**src/rtl/dual_trigger_window_counter.sv**
```systemverilog
// Dual-channel trigger counter over a fixed measurement window.
// Reports both counts, then a done pulse and a sticky done flag.
module dual_trigger_window_counter #(
    parameter int WINDOW = 200,
    parameter int CNT_W  = 8
) (
    input  logic             clk,
    input  logic             rst,
    input  logic             start,
    input  logic             trig1,
    input  logic             trig2,
    output logic             busy,
    output logic [CNT_W-1:0] cnt1_o,
    output logic [CNT_W-1:0] cnt2_o,
    output logic             res_valid,
    output logic             done,
    output logic             done_seen,
    output logic             sat1,
    output logic             sat2
);

    localparam int TW = $clog2(WINDOW);
    localparam logic [TW-1:0] T_LAST = TW'(WINDOW - 1);
    localparam logic [CNT_W-1:0] C_MAX = '1;

    typedef enum logic [1:0] {
        IDLE,
        COUNT,
        REPORT,
        DONE
    } state_t;

    state_t state;
    state_t state_nx;

    logic [TW-1:0]    timer;
    logic [CNT_W-1:0] cnt1;
    logic [CNT_W-1:0] cnt2;

    always_ff @(posedge clk or posedge rst) begin
        if (rst) begin
            state <= IDLE;
        end else begin
            state <= state_nx;
        end
    end

    always_comb begin
        state_nx = state;
        case (state)
            IDLE:    if (start) state_nx = COUNT;
            COUNT:   if (timer == T_LAST) state_nx = REPORT;
            REPORT:  state_nx = DONE;
            DONE:    state_nx = IDLE;
            default: state_nx = IDLE;
        endcase
    end

    assign busy = (state != IDLE);

    // Counters hold at full scale; a trigger while full marks saturation.
    always_ff @(posedge clk or posedge rst) begin
        if (rst) begin
            timer     <= '0;
            cnt1      <= '0;
            cnt2      <= '0;
            cnt1_o    <= '0;
            cnt2_o    <= '0;
            res_valid <= 1'b0;
            done      <= 1'b0;
            done_seen <= 1'b0;
            sat1      <= 1'b0;
            sat2      <= 1'b0;
        end else begin
            res_valid <= 1'b0;
            done      <= 1'b0;
            case (state)
                IDLE: begin
                    if (start) begin
                        timer     <= '0;
                        cnt1      <= '0;
                        cnt2      <= '0;
                        done_seen <= 1'b0;
                        sat1      <= 1'b0;
                        sat2      <= 1'b0;
                    end
                end
                COUNT: begin
                    timer <= timer + 1'b1;
                    if (trig1) begin
                        if (cnt1 == C_MAX) sat1 <= 1'b1;
                        else cnt1 <= cnt1 + 1'b1;
                    end
                    if (trig2) begin
                        if (cnt2 == C_MAX) sat2 <= 1'b1;
                        else cnt2 <= cnt2 + 1'b1;
                    end
                end
                REPORT: begin
                    cnt1_o    <= cnt1;
                    cnt2_o    <= cnt2;
                    res_valid <= 1'b1;
                end
                DONE: begin
                    done      <= 1'b1;
                    done_seen <= 1'b1;
                end
                default: ;
            endcase
        end
    end

endmodule
```
**config.mk**
```make
export PLATFORM = sky130hd
export DESIGN_NAME = dual_trigger_window_counter
export DESIGN_NICKNAME = d
export VERILOG_FILES = /design/src/rtl/dual_trigger_window_counter.sv
export SDC_FILE = /design/constraint.sdc
export NUM_CORES = 1
export LEC_CHECK = 0
export ABC_AREA = 1
export BUFFER_PORTS_ARGS = -buffer_cell sky130_fd_sc_hd__buf_2
export CAP_MARGIN = 5
export CELL_PAD_IN_SITES_DETAIL_PLACEMENT = 1
export CELL_PAD_IN_SITES_GLOBAL_PLACEMENT = 2
export CORE_ASPECT_RATIO = 2
export CORE_MARGIN = 2
export CORE_UTILIZATION = 34
export CTS_CLUSTER_SIZE = 30
export DETAILED_ROUTE_END_ITERATION = 8
export PLACE_DENSITY = 0.79
export SLEW_MARGIN = 15
export SYNTH_ARGS = -nofsm -noshare
export SYNTH_HDL_FRONTEND = slang
export SYNTH_SLANG_ARGS = --single-unit
export TNS_END_PERCENT = 30
```
**constraint.sdc**
```tcl
create_clock -name clk -period 2 [get_ports clk]
set_clock_uncertainty 0.1 [all_clocks]
set_input_delay 0.4 -clock clk [delete_from_list [all_inputs] [get_ports clk]]
set_output_delay 0.4 -clock clk [all_outputs]
set_load 0.01 [all_outputs]
```
==> reports/qor.yml <==
cts:
  clk_pin_slew_ps: 70
  cts_setup_buffers: 0
  cts_root_buf: "clkbuf_16"
  cts_made_buffers: 5
  clk_path_buf_depth: 2
  htree_levels: 2
  cts_sinks: 47
  clock_latency_ps: 290
  cts_tree: "done"
synthesis:
  yosysMostFrequentCell: "nand2_1"
  yosysSeqAreaShare_pct: 50.0
  synth-edff-count: 0
  synthTopCellsByArea: "dfrtp_1, nand2_1, o21ai_0"
  synth_ff_type: "dfrtp_1"
  syn_inst: 291
  synth.distinct_cells: 28
  synthArstFlopShare_pct: 100
  yosys.area.top_type: "dfrtp_1"
  synth-seq-cells: 47
  yosysWarningCount: 0
  synth_top_area_share_pct: 50.0
  synth_fp_nets: 304
  syn-cell-area_sq_um: 2350
  synthTopCellsByCount: "nand2_1, dfrtp_1, inv_1, o21ai_0, nor2_1"
  synth.avg_cell_area_sq_um: 8.08
job:
  cap_violations: 0
route:
  wirelength_microns: 5490
  drt_iter0_drc: 83
  wire_per_inst_microns: 13.3
  first_pass_iters: 4
  drc: 0
  ant_nets: 0
  viasPerCell: 4.77
  num_vias: 1970
global_route:
  gr-total-overflow: 0
  grt_max_degree: 31
  grt_pass1_wl_microns: 9820
  grt_util_all_layers_pct: 16.4
  antenna_found_initial: 0
  grt_pass1_vias: 2056
critical_path:
  critPathMaxStageDelay_ps: 420
  r2r_cells: 7
  endpoint_kind: "flop"
  reg2reg_slack_ps: 190
  start_kind: "flop"
  r2r-end: "cnt2[7]$_DFFE_PP0P_"
  path_max_fanout: 11
  slowest_stage: "dfrtp_1"
  cp.required_ps: 2070
  worstReg2RegStart: "state[0]$_DFFE_PP0P_"
  path_cells: "inv_1 -> ha_1 -> nand2_1 -> o21ai_2 -> nand3_2 -> nand2_1 -> o21ai_0"
  critPathKind: "flop to flop"
  path_common_cell: "nand2_1"
  cp_data_arrival_time_ps: 1880
finish:
  nNetsFinal: 337
  fin_area_sq_um: 2760
  syn2layout_area_growth_pct: 17.3
  drive_gt1_share_pct: 16.0
  diodes: 0
  finalNonFillerCells: 413
  utilization_pct: 41.4
die:
  rows: 42
  die_width_microns: 62.8
  die_h_microns: 122
  ioPinCount: 27
  start_util_pct: 35.2
  coreArea_sq_um: 6670
  fp.dieArea_sq_um: 7640
place:
  place_ws_ps: 133
  hpwlAfterDp_microns: 4200
  gp_congestion: 0.751
  placed_cell_area_sq_um: 2590
  dp_cells: 405
  port_buffers: 26
min_path:
  hold_path.class: "input pin to asynchronous set/reset pin"
sta:
  grt_setup_unrepaired: "no"
  worst_slack_ps: 191
  final-hold-violation-count: 0
  setup-tns-final_ps: 0
  maxSlewHeadroom_pct: 72.3
  worst_pin_slew_ps: 415
  fin_crit_ps: 1810
  finalCritPeriodShare_pct: 90.4
  finalSetupViolCount: 0
  fmax_ghz: 0.553
  finalMaxSlewViolations: 0
pwr:
  power_density_nw_per_um2: 1160
  leakage_uw: 0.00134
  peakVddDrop_v: 0.000804
outcome:
  status: "completed"
timing repair:
| item | CTS | global route |
|---|---|---|
| endpoints found under the setup margin | 0 | 2 |
| endpoints found under the hold margin | 0 | 0 |
| gates resized for setup | 0 | 1 |
| hold buffers | 0 | 0 |
through the flow:
stage | power, uW | hold WS (ps)
final | 3190 | 0.747
after detailed placement | 2330 | 324
after floorplan | 2040 | 353
after global routing | 3460 | 30.5
after global placement | 2290 | 315
after CTS | 3240 | 12.4
state kept, by name (all words and copies together), names as in the netlist:
register,cells
sat2,1
cnt2_o,8
res_valid,1
done,1
done_seen,1
sat1,1
cnt1,8
cnt2,8
cnt1_o,8
state,2
timer,8
critical path, delay by kind of cell (launching register included):
kind,cells,cell delay [ps]
AO/OA/AOI/OAI,2,240
adder cells (fa/ha/maj),1,240
flip-flops,1,420
AND/OR/NAND/NOR,3,570
buffers and inverters,1,110
cells by family after synthesis:
| group | Yosys count | share of synthesized area (%) |
|---|---|---|
| simple gates | 152 | 27.4 |
| xor+xnor | 1 | 0.372 |
| compound gates | 46 | 10.7 |
| buf+inv | 37 | 7.29 |
| fa+ha+maj | 8 | 4.26 |
| flops | 47 | 50.0 |
cell type report:
| class | instances | area (sq um) |
|---|---|---|
| multi-input combinational | 207 | 1010 |
| tap | 88 | 110 |
| sequential | 47 | 1180 |
| fill | 857 | 3910 |
| inverter | 31 | 116 |
| clock inverter | 1 | 7.51 |
| clock buffer | 7 | 153 |
| timing repair buffer | 32 | 188 |
layout by cell type, fill, tap and decap left out, drive strengths merged:
master,count
nand4,2
clkinvlp,1
a21oi,7
o2111ai,1
o21bai,1
or2,1
xor2,1
dfrtp,47
o21ai,36
clkbuf,7
nor3b,1
nand3b,1
ha,8
nor2,28
nand3,23
nor3,2
clkinv,1
nand2,94
a22o,1
buf,32
inv,30
where the power goes:
part	total, uW	internal, uW	switching, uW
combinational	1100	346	751
clock	897	532	365
sequential	1190	1090	104
worst max-delay path by stage:
| stage | startpoint | end | slack, ps | depth (start not counted) |
|---|---|---|---|---|
| 2_1_floorplan | state[0]$_DFFE_PP0P_ | cnt1[5]$_DFFE_PP0P_ | 370 | 10 |
| 3_3_place_gp | state[0]$_DFFE_PP0P_ | cnt1[6]$_DFFE_PP0P_ | 230 | 11 |
| 3_5_place_dp | state[0]$_DFFE_PP0P_ | cnt1[6]$_DFFE_PP0P_ | 130 | 11 |
| 4_1_cts | state[0]$_DFFE_PP0P_ | cnt1[6]$_DFFE_PP0P_ | 110 | 11 |
| 5_1_grt | state[1]$_DFFE_PP0P_ | cnt2[7]$_DFFE_PP0P_ | 20 | 7 |
| 6_report | state[0]$_DFFE_PP0P_ | cnt2[7]$_DFFE_PP0P_ | 190 | 7 |
per-layer routing:
| layer | global-route usage, % | routed length, microns | vias up |
|---|---|---|---|
| li1 | - | - | 997 |
| met1 | 18.4 | 2260 | 945 |
| met2 | 29.9 | 2990 | 23 |
| met3 | 3.42 | 140 | 5 |
| met4 | 6.67 | 107 | 0 |
| met5 | 0 | 0 | - |
Power figures use the tool's default switching activity.
